==> src/rtl/fifo_wr_arb.sv <==
// Round-robin, burst-locking arbiter that shares one FIFO write port among NumReq requesters.
// A winner keeps the port for up to MaxBurst beats, or until it drops valid, then ownership rotates.
module fifo_wr_arb #(
   parameter  int NumReq    = 4,
   parameter  int DataWidth = 8,
   parameter  int MaxBurst  = 4,
   localparam int SrcBits   = ($clog2(NumReq) > 1) ? $clog2(NumReq) : 1,
   localparam int CntBits   = $clog2(MaxBurst + 1)
) (
   input  logic                        clk_i,
   input  logic                        rst_i,
   input  logic [NumReq-1:0]           req_valid_i,
   input  logic [NumReq*DataWidth-1:0] req_data_i,
   output logic [NumReq-1:0]           req_ready_o,
   input  logic                        fifo_full_i,
   output logic                        fifo_wr_o,
   output logic [DataWidth-1:0]        fifo_wdata_o,
   output logic [SrcBits-1:0]          fifo_src_o,
   output logic                        busy_o
);

   typedef enum logic {
      ST_IDLE = 1'b0,
      ST_LOCK = 1'b1
   } state_e;

   state_e             r_state,    w_state_nxt;
   logic [SrcBits-1:0] r_owner,    w_owner_nxt;
   logic [SrcBits-1:0] r_rr_ptr,   w_rr_ptr_nxt;
   logic [CntBits-1:0] r_beat_cnt, w_beat_cnt_nxt;

   logic [SrcBits-1:0] w_scan_idx;
   logic [SrcBits-1:0] w_scan_sel;
   logic               w_scan_hit;
   logic [SrcBits-1:0] w_sel;
   logic               w_xfer;

   // NumReq need not be a power of two, so the index wraps by compare rather than overflow.
   function automatic logic [SrcBits-1:0] wrap_inc(input logic [SrcBits-1:0] idx);
      return (idx == SrcBits'(NumReq - 1)) ? '0 : idx + SrcBits'(1);
   endfunction

   // NOTE: blocking assignments here are intentional; the scan index is a loop-carried temporary.
   always_comb begin
      w_scan_hit = 1'b0;
      w_scan_sel = r_rr_ptr;
      w_scan_idx = r_rr_ptr;
      for (int k = 0; k < NumReq; k++) begin
         if (!w_scan_hit && req_valid_i[w_scan_idx]) begin
            w_scan_hit = 1'b1;
            w_scan_sel = w_scan_idx;
         end
         w_scan_idx = wrap_inc(w_scan_idx);
      end
   end

   // With no valid requester the scan falls back to r_rr_ptr, whose valid is 0, so xfer stays low.
   assign w_sel        = (r_state == ST_LOCK) ? r_owner : w_scan_sel;
   assign w_xfer       = req_valid_i[w_sel] & ~fifo_full_i & ~rst_i;

   assign fifo_wr_o    = w_xfer;
   assign req_ready_o  = w_xfer ? (NumReq'(1) << w_sel) : '0;
   assign fifo_wdata_o = req_data_i[w_sel*DataWidth +: DataWidth];
   assign fifo_src_o   = w_sel;
   assign busy_o       = (r_state == ST_LOCK);

   // NOTE: every next-state signal takes its hold value first, so no path can infer a latch.
   always_comb begin
      w_state_nxt    = r_state;
      w_owner_nxt    = r_owner;
      w_rr_ptr_nxt   = r_rr_ptr;
      w_beat_cnt_nxt = r_beat_cnt;
      case (r_state)
         ST_IDLE: begin
            if (w_xfer) begin
               if (MaxBurst == 1) begin
                  w_rr_ptr_nxt = wrap_inc(w_sel);
               end else begin
                  w_state_nxt    = ST_LOCK;
                  w_owner_nxt    = w_sel;
                  w_beat_cnt_nxt = CntBits'(1);
               end
            end
         end
         ST_LOCK: begin
            // A stall (valid with full) matches neither branch and holds the burst untouched.
            if (!req_valid_i[r_owner] ||
                (w_xfer && (r_beat_cnt == CntBits'(MaxBurst - 1)))) begin
               w_state_nxt    = ST_IDLE;
               w_rr_ptr_nxt   = wrap_inc(r_owner);
               w_beat_cnt_nxt = '0;
            end else if (w_xfer) begin
               w_beat_cnt_nxt = r_beat_cnt + CntBits'(1);
            end
         end
         default: w_state_nxt = ST_IDLE;
      endcase
   end

   // NOTE: state registers use non-blocking assignments; reset is synchronous and overrides everything.
   always_ff @(posedge clk_i) begin
      if (rst_i) begin
         r_state    <= ST_IDLE;
         r_owner    <= '0;
         r_rr_ptr   <= '0;
         r_beat_cnt <= '0;
      end else begin
         r_state    <= w_state_nxt;
         r_owner    <= w_owner_nxt;
         r_rr_ptr   <= w_rr_ptr_nxt;
         r_beat_cnt <= w_beat_cnt_nxt;
      end
   end

endmodule

==> config.mk <==
export PLATFORM = sky130hd
export DESIGN_NAME = fifo_wr_arb
export DESIGN_NICKNAME = d
export VERILOG_FILES = /design/src/rtl/fifo_wr_arb.sv
export SDC_FILE = /design/constraint.sdc
export NUM_CORES = 1
export LEC_CHECK = 0
export CORE_MARGIN = 1.5
export CORE_UTILIZATION = 44
export DETAILED_ROUTE_END_ITERATION = 12
export PLACE_DENSITY = 0.81
export SYNTH_ARGS = -nofsm -noshare
export SYNTH_HDL_FRONTEND = slang
export SYNTH_SLANG_ARGS = --single-unit
export TNS_END_PERCENT = 30
==> constraint.sdc <==
create_clock -name clk_i -period 4.2 [get_ports clk_i]
set_input_delay 0.84 -clock clk_i [delete_from_list [all_inputs] [get_ports clk_i]]
set_output_delay 0.84 -clock clk_i [all_outputs]
set_load 0.005 [all_outputs]
==> impl_metrics.toml, run 1 <==
[floorplanning]
rows = 20
start_util_pct = 45.9
dieArea_um2 = 3480
die_y_um = 59.0
die_w_um = 59.0
num_io_pins = 55
coreArea_um2 = 3000

[power]
p_leak_nw = 0.973
vdd_drop_max_mv = 0.340
p_per_area_nw_per_um2 = 520
finalPower_mw = 1.19

[global_route]
grt_use_total_pct = 26.8
first_global_vias = 1809
grt_antenna_before_repair = 0
gr-total-overflow = 0
grt_max_degree = 22
grt_pass1_wl_mm = 7.34

[clock_network]
clock_sinks = 8
cts_hold_buf = 0
cts-root-buf = "clkbuf_4"
clk_pin_slew_ns = 0.06
clock_latency_ns = 0.27
numCtsBuffers = 3
cts_tree = "built"
cts_buffer_depth = 2
h-tree-depth = 1

[min_path]
hp-class = "flop to flop"

[synthesis]
yosysTopAreaCell = "mux2i_1"
seq_area_frac_synth_pct = 11.6
yosys_warnings = 0
synth_area_um2 = 1380
syn_avg_cell_area_um2 = 8.26
netlist_instances = 167
async_reset_ff_share_pct = 0
yosys_register_bits = 8
yosysUniqueCellTypes = 57
synth_nets = 210
synth_edf_count = 0
synth_top_area_share_pct = 19.6
synth_top_flop_cell = "dfxtp_1"
yosys-top-cells-area = "mux2i_1 20%, dfxtp_1 12%, ha_1 3.6%"

[timing]
max_freq_ghz = 0.239
min_period_over_period_pct = 99.5
rsz0062_at_grt = "true"
finalCriticalPeriod_ns = 4.18
tightest_slew_ns = 0.445
final-setup-viol-count = 0
maxSlewHeadroom_pct = 69.9
tns_ns = 0
fin_worst_skew_ns = 0.00530
finalMaxSlewViolations = 0
hold_violations = 0

[final_layout]
num-nets-final = 290
layout_common_cells = "38 x clkdlybuf4s50_1, 36 x buf_4, 26 x mux2i_1"
num_antenna_cells = 0
layout_commonest_cell = "clkdlybuf4s50_1"
finish.utilization_pct = 76.1
area_delta_synth_final_pct = 65.7
design_area_um2 = 2280
drive_gt1_share_pct = 28.6

[placed_design]
placed_area_um2 = 2160
routabilityCongestion = 0.904
dp_hpwl_mm = 3.42
io_buffers = 54

[route]
firstDrtPassIters = 5
avgViaCountPerCell = 6.15
drc = 0
drt_iter0_drc = 60
ant_nets = 0
wl_per_cell_um = 15.3
wl_mm = 4.26
vias = 1709

[critical_path]
critical_path_class = "input port to primary output"
critPathArrivalTime_ns = 3.34
end_kind = "primary output"
cp_max_fo = 16
cp-start-kind = "input port"
required_ns = 3.36

[status]
status = "finished, final reports clean"

[flow_run]
max_cap_violations = 0
[sequential cells by signal, summed over array words and instances (netlist names)]
| name | cells |
|---|---|
| r_beat_cnt | 3 |
| r_owner | 2 |
| r_rr_ptr | 2 |
| busy_o | 1 |
[cell type report]
type,count,area [µm²]
clock buffer,3,22.5
fill,218,718
inverter,3,11.3
multi-input combinational,139,1200
sequential,8,160
tap,33,41.3
timing repair buffer,92,852
[final timing paths]
path | from | to | slack [ns] | depth (start not counted)
worst max-delay path | req_valid_i[3] | fifo_wdata_o[1] | 0.02 | 11
worst min-delay path | r_beat_cnt[1]$_SDFFE_PP0P_ | r_beat_cnt[1]$_SDFFE_PP0P_ | 0.47 | 2
worst max register to register | r_rr_ptr[0]$_SDFFE_PP0P_ | r_rr_ptr[0]$_SDFFE_PP0P_ | 1.04 | 11
worst min register to register | r_beat_cnt[1]$_SDFFE_PP0P_ | r_beat_cnt[1]$_SDFFE_PP0P_ | 0.47 | 2
[where the power goes]
group	internal (mW)	switching [mW]
Sequential	0.0923	0.0312
Combinational	0.564	0.439
Clock	0.0329	0.0290
Total	0.689	0.499
[critical path, stage by stage]
cell	delay, ns
dlygate4sd2_1	0.27
mux4_2	0.48
a221o_1	0.36
a211o_1	0.28
o21ai_2	0.09
mux2_4	0.21
buf_12	0.16
buf_4	0.12
mux2i_1	0.17
mux2i_1	0.09
dlygate4sd2_1	0.27
[layer usage]
| layer | global-route usage [%] | routed length (µm) |
|---|---|---|
| met5 | 0 | 0 |
| met4 | 8.44 | 79 |
| met3 | 7.86 | 335 |
| met2 | 48.9 | 2200 |
| met1 | 29.5 | 1650 |
[stage by stage]
step	hold WS (ns)	setup slack, ns	instances
finish	0.473	0.0207	278
global route	0.498	-0.0786	278
CTS	0.474	-0.0453	277
detailed placement	0.463	-0.437	273
global placement	0.451	-0.302	273
floorplan	0.440	0.633	167
[what timing repair did]
item	in CTS	in global routing
hold endpoints to repair	0	0
pin swaps	0	2
gates resized for setup	24	14
setup buffers	1	1
setup endpoints to repair	15	9
[cell families (layout without fill, tap and decap cells)]
kind of cell	count (synthesis)	count (layout)	share of synthesized area, %
buffers and inverters	20	98	7.44
and+or+nand+nor	58	58	24.1
adders and majority gates	4	4	3.63
AOI/OAI and AO/OA	42	42	25.0
DFF	8	8	11.6
muxes	34	34	27.5
xor gates and xnor gates	1	1	0.635
[cells in the mapped netlist, drive strengths merged, types with 3 or more instances]
cell and count:
nor3 3, ha 4, clkbuf 7, mux2 5
nor2 11, a21oi 4, mux2i 27, dfxtp 8
buf 10, inv 3, o21ai 3, a2111oi 3
o22ai 3, o211ai 4, nand2 13, nor3b 5
nand3 4, a31oi 4, o211a 3, nand3b 5
Note: power is estimated with default switching activity, not from simulation.
==> run 2, diff against run 1 <==
- CTS_CLUSTER_SIZE: not set -> 20
- GPL_TIMING_DRIVEN: not set -> 0
- SLEW_MARGIN: not set -> 20
==> run 2 against run 1 <==
Against the previous run: sequential power fell by 13%; wire length up 0.89%; combinational power about the same; setup slack better by 0.026 ns; critical path depth down 3; highest routed layer unchanged; worst hold slack improved by 0.0078 ns; clock-buffer cell count unchanged; first-iteration DRC count increased by 58%.
==> impl_metrics.toml, run 2 (synthesis gave the netlist of run 1 again) <==
[power]
vdd_drop_max_mv = 0.389
p_per_area_nw_per_um2 = 551
finalPower_mw = 1.18
p_leak_nw = 0.870

[route]
firstDrtPassIters = 5
avgViaCountPerCell = 6.12
vias = 1616
drc = 0
wl_mm = 4.30
ant_nets = 0
drt_iter0_drc = 95
wl_per_cell_um = 16.3

[critical_path]
critPathArrivalTime_ns = 3.31
cp_max_fo = 8
required_ns = 3.36
worstReg2RegStart = "r_rr_ptr[0]$_SDFFE_PP0P_"
end_kind = "primary output"
r2r_cells = 9
crit_start = "req_valid_i[2]"
cp-start-kind = "input port"
critical_path_class = "input port to primary output"

[clock_network]
cts-root-buf = "clkbuf_4"
cts_tree = "built"
clk_pin_slew_ns = 0.06
numCtsBuffers = 3
clock_sinks = 8
h-tree-depth = 1
clock_latency_ns = 0.26
cts_buffer_depth = 2

[status]
status = "finished, final reports clean"

[timing]
tns_ns = 0
maxSlewHeadroom_pct = 66.5
final-setup-viol-count = 0
fin_worst_skew_ns = 0.00214
finalCriticalPeriod_ns = 4.15
rsz0062_at_grt = "true"
min_period_over_period_pct = 98.9
finalMaxSlewViolations = 0
worst_hold_slack_ns = 0.481
hold_violations = 0
tightest_slew_ns = 0.502
max_freq_ghz = 0.241
setup_slack_ns = 0.0463

[floorplanning]
die_w_um = 59.0
dieArea_um2 = 3480
start_util_pct = 45.9
die_y_um = 59.0
num_io_pins = 55
coreArea_um2 = 3000
rows = 20

[placed_design]
dp_hpwl_mm = 3.13
io_buffers = 53
routabilityCongestion = 0.840
placed_cells = 253
place_worst_setup_slack_ns = -0.727
placed_area_um2 = 1950

[final_layout]
regMostFlops = "r_beat_cnt"
area_delta_synth_final_pct = 55.4
num_antenna_cells = 0
finish.utilization_pct = 71.3
design_area_um2 = 2140
num-nets-final = 276
reg_top3 = "r_beat_cnt (3), r_owner (2), r_rr_ptr (2)"
final_cells = 264
fillCellCount = 229
layout_common_cells = "39 x clkdlybuf4s50_1, 27 x mux2i_1, 13 x nand2_1"
drive_gt1_share_pct = 22.9
layout_commonest_cell = "clkdlybuf4s50_1"
largest_register_ffs = 3

[global_route]
grt_pass1_wl_mm = 7.13
first_global_vias = 1670
grt_use_total_pct = 26.2
gr-total-overflow = 0
grt_antenna_before_repair = 0
grt_max_degree = 11

[min_path]
min_from = "r_beat_cnt[1]$_SDFFE_PP0P_"
min_path_cells = 2
hp-class = "flop to flop"

[flow_run]
max_cap_violations = 0
==> run 2: path summary, 6_finish.rpt <==
path,slack [ns],to
setup / recovery,0.05,fifo_wr_o
hold / removal,0.48,r_beat_cnt[1]$_SDFFE_PP0P_
setup reg to reg,1.02,r_rr_ptr[0]$_SDFFE_PP0P_
hold reg to reg,0.48,r_beat_cnt[1]$_SDFFE_PP0P_
==> run 2: power breakdown <==
part           internal [mW]  switching (mW)
Clock                 0.0329          0.0295
Combinational          0.562           0.450
Sequential            0.0935          0.0132
==> run 2: layout make-up <==
type	count	area, µm²	area share (%)
buffer	16	119	5.55
sequential	8	165	7.71
tap	33	41.3	1.93
timing repair buffer	62	598	27.9
multi-input combinational	139	1180	55.3
inverter	3	11.3	0.526
clock buffer	3	22.5	1.05
==> run 2: repair_timing <==
action,CTS,global route
pin swaps,3,3
endpoints found under the setup margin,15,14
gates cloned,1,0
gates resized for setup,35,24
buffers inserted,6,2
hold buffers,0,0
==> run 2: routing by layer <==
metal	part of all wire, %	up-vias	track usage (%)
met5	0	-	0
met3	9.4	17	8.95
li1	-	775	-
met1	38	730	28.2
met4	2.7	0	10.1
met2	50	94	46.8
==> run 2: worst max-delay path: stages <==
cell and delay (ns):
buf_2 0.14, mux4_2 0.49, a221o_1 0.36, a211o_1 0.27
buf_4 0.15, a211oi_1 0.42, o22ai_2 0.15, clkdlybuf4s50_1 0.48
==> run 3, diff against run 2 <==
- ABC_CLOCK_PERIOD_IN_PS: not set -> 5100
- CORE_UTILIZATION: 44 -> 45
- PLACE_DENSITY: 0.81 -> 0.83
- clock period: 4.2 -> 5.1 ns (I/O delays scaled with it)
==> run 3 against run 2 <==
Against the previous run: sequential cell count did not move; clock power shrank 16%; clock skew is 0.00074 ns higher; global-route usage down 1.3 points; power shrank 24%; non-clock buffer count fell by 2; via count down 0.99%; clock-buffer cell count unchanged; die area decreased by 2.1%; combinational power fell by 24%; critical endpoint is now fifo_wdata_o[5]; highest routed layer unchanged.
==> impl_metrics.toml, run 3 (synthesis gave the netlist of run 1 again) <==
[status]
status = "finished, final reports clean"

[power]
switching_share_pct = 42.3
p_leak_nw = 0.809
vdd_drop_max_mv = 0.286
internal_power_uw = 522
p_comb_share_pct = 84.7
seqPwrFrac_pct = 9.4
p_sw_uw = 382
finalPower_uw = 903
clockPowerShare_pct = 5.8
p_per_area_nw_per_um2 = 437

[route]
ant_nets = 0
wl_per_cell_um = 15.9
vias = 1600
drt_iter0_drc = 73
firstDrtPassIters = 4
avgViaCountPerCell = 6.15
drc = 0
wl_mm = 4.12

[critical_path]
path_cells = "dlygate4sd2_1 -> mux4_2 -> a221o_1 -> a211o_1 -> o21ai_0 -> mux2_4 -> buf_6 -> mux2i_1 -> mux2i_1 -> clkdlybuf4s50_1"
path_common_cell = "mux2i_1"
required_ns = 4.08
end_kind = "primary output"
critPathArrivalTime_ns = 3.81
worstReg2RegStart = "r_rr_ptr[0]$_SDFFE_PP0P_"
cp-start-kind = "input port"
critical_path_class = "input port to primary output"
slowest_stage = "mux4_2"
r2r_cells = 11
cp_max_fo = 10
reg2reg_to = "r_rr_ptr[0]$_SDFFE_PP0P_"
r2r_slack_ns = 1.76
crit_path_max_incr_delay_ns = 0.53

[global_route]
gr-total-overflow = 0
first_global_vias = 1563
grt_pass1_wl_mm = 6.65
grt_max_degree = 11
grt_antenna_before_repair = 0
grt_use_total_pct = 24.9

[final_layout]
regMostFlops = "r_beat_cnt"
num-nets-final = 274
finish.utilization_pct = 73.1
drive_gt1_share_pct = 16.2
layout_commonest_cell = "clkdlybuf4s50_1"
num_antenna_cells = 0
reg_top3 = "r_beat_cnt (3), r_owner (2), r_rr_ptr (2)"
area_delta_synth_final_pct = 49.9
largest_register_ffs = 3
layout_common_cells = "49 x clkdlybuf4s50_1, 27 x mux2i_1, 13 x nand2_1"
design_area_um2 = 2070

[floorplanning]
coreArea_um2 = 2830
die_y_um = 58.4
num_io_pins = 55
die_w_um = 58.4
start_util_pct = 48.7
rows = 19
dieArea_um2 = 3410

[timing]
min_period_over_period_pct = 94.6
fin_worst_skew_ns = 0.00288
finalCriticalPeriod_ns = 4.83
rsz0062_at_grt = "false"
max_freq_ghz = 0.207
finalMaxSlewViolations = 0
final-setup-viol-count = 0
maxSlewHeadroom_pct = 64.1
tightest_slew_ns = 0.534
tns_ns = 0
hold_violations = 0

[clock_network]
cts_buffer_depth = 2
clock_latency_ns = 0.27
cts-root-buf = "clkbuf_4"
numCtsBuffers = 3
clock_sinks = 8
h-tree-depth = 1
cts_hold_buf = 0
cts_tree = "built"
clk_pin_slew_ns = 0.06

[min_path]
min_path_cells = 2
worstHoldEndpoint = "r_beat_cnt[2]$_SDFFE_PP0P_"
min_from = "r_beat_cnt[2]$_SDFFE_PP0P_"
hp-class = "flop to flop"

[placed_design]
dp_hpwl_mm = 3.24
io_buffers = 53
routabilityCongestion = 0.868
placed_area_um2 = 1950

[flow_run]
max_cap_violations = 0
run 3: layer usage:
layer | track usage [%] | share of wire [%] | up-vias
li1 | - | - | 779
met1 | 26.4 | 38 | 743
met2 | 46.4 | 52 | 76
met3 | 8.57 | 9.1 | 2
met4 | 6.64 | 0.39 | 0
met5 | 0 | 0 | -
run 3: per-stage QoR:
| stage | setup slack [ns] | hold slack [ns] | instances |
|---|---|---|---|
| after floorplan | 1.17 | 0.440 | 167 |
| after detailed placement | -0.232 | 0.471 | 251 |
| after global routing | 0.131 | 0.511 | 260 |
| after CTS | 0.00181 | 0.480 | 255 |
| after global placement | -0.175 | 0.451 | 251 |
| final | 0.275 | 0.477 | 260 |
run 3: layout make-up:
| cell class | count | area (µm²) |
|---|---|---|
| inverters | 3 | 11.3 |
| clock buffers | 3 | 22.5 |
| flip-flops and latches | 8 | 160 |
| multi-input cells | 139 | 1130 |
| fillers | 218 | 762 |
| plain buffers | 17 | 118 |
| well taps | 31 | 38.8 |
| repair buffers | 59 | 582 |
run 3: power by group through the flow:
stage	logic [mW]	registers, mW	clock network (mW)
2_1_floorplan	0.467	0.0849	0
3_3_place_gp	0.695	0.0857	0
3_5_place_dp	0.712	0.0869	0
4_1_cts	0.728	0.0854	0.0545
5_1_grt	0.823	0.0871	0.0570
6_report	0.765	0.0853	0.0528
run 3: how the worst max path moves through the flow:
stage / from / endpoint / slack, ns / cells after the start
floorplan: req_valid_i[1] / fifo_wdata_o[0] / 1.17 / 10
CTS: req_valid_i[0] / fifo_wdata_o[5] / 0.002 / 10
global route: req_valid_i[2] / fifo_wr_o / 0.13 / 9
global placement: req_valid_i[0] / fifo_wdata_o[2] / -0.17 / 12
detailed placement: req_valid_i[1] / fifo_wdata_o[5] / -0.23 / 12
finish: req_valid_i[2] / fifo_wdata_o[5] / 0.27 / 10
run 3: worst max-delay path: cells and delay by family:
kind                   cells  cell delay [ns]
buffers and inverters      3             0.94
muxes                      4             1.08
AOI/OAI and AO/OA          3             0.75
run 3: timing repair:
action | CTS | global route
endpoints found under the hold margin | 0 | 0
setup buffers | 1 | 5
pin swaps | 0 | 2
gates resized for setup | 8 | 9
endpoints found under the setup margin | 14 | 13
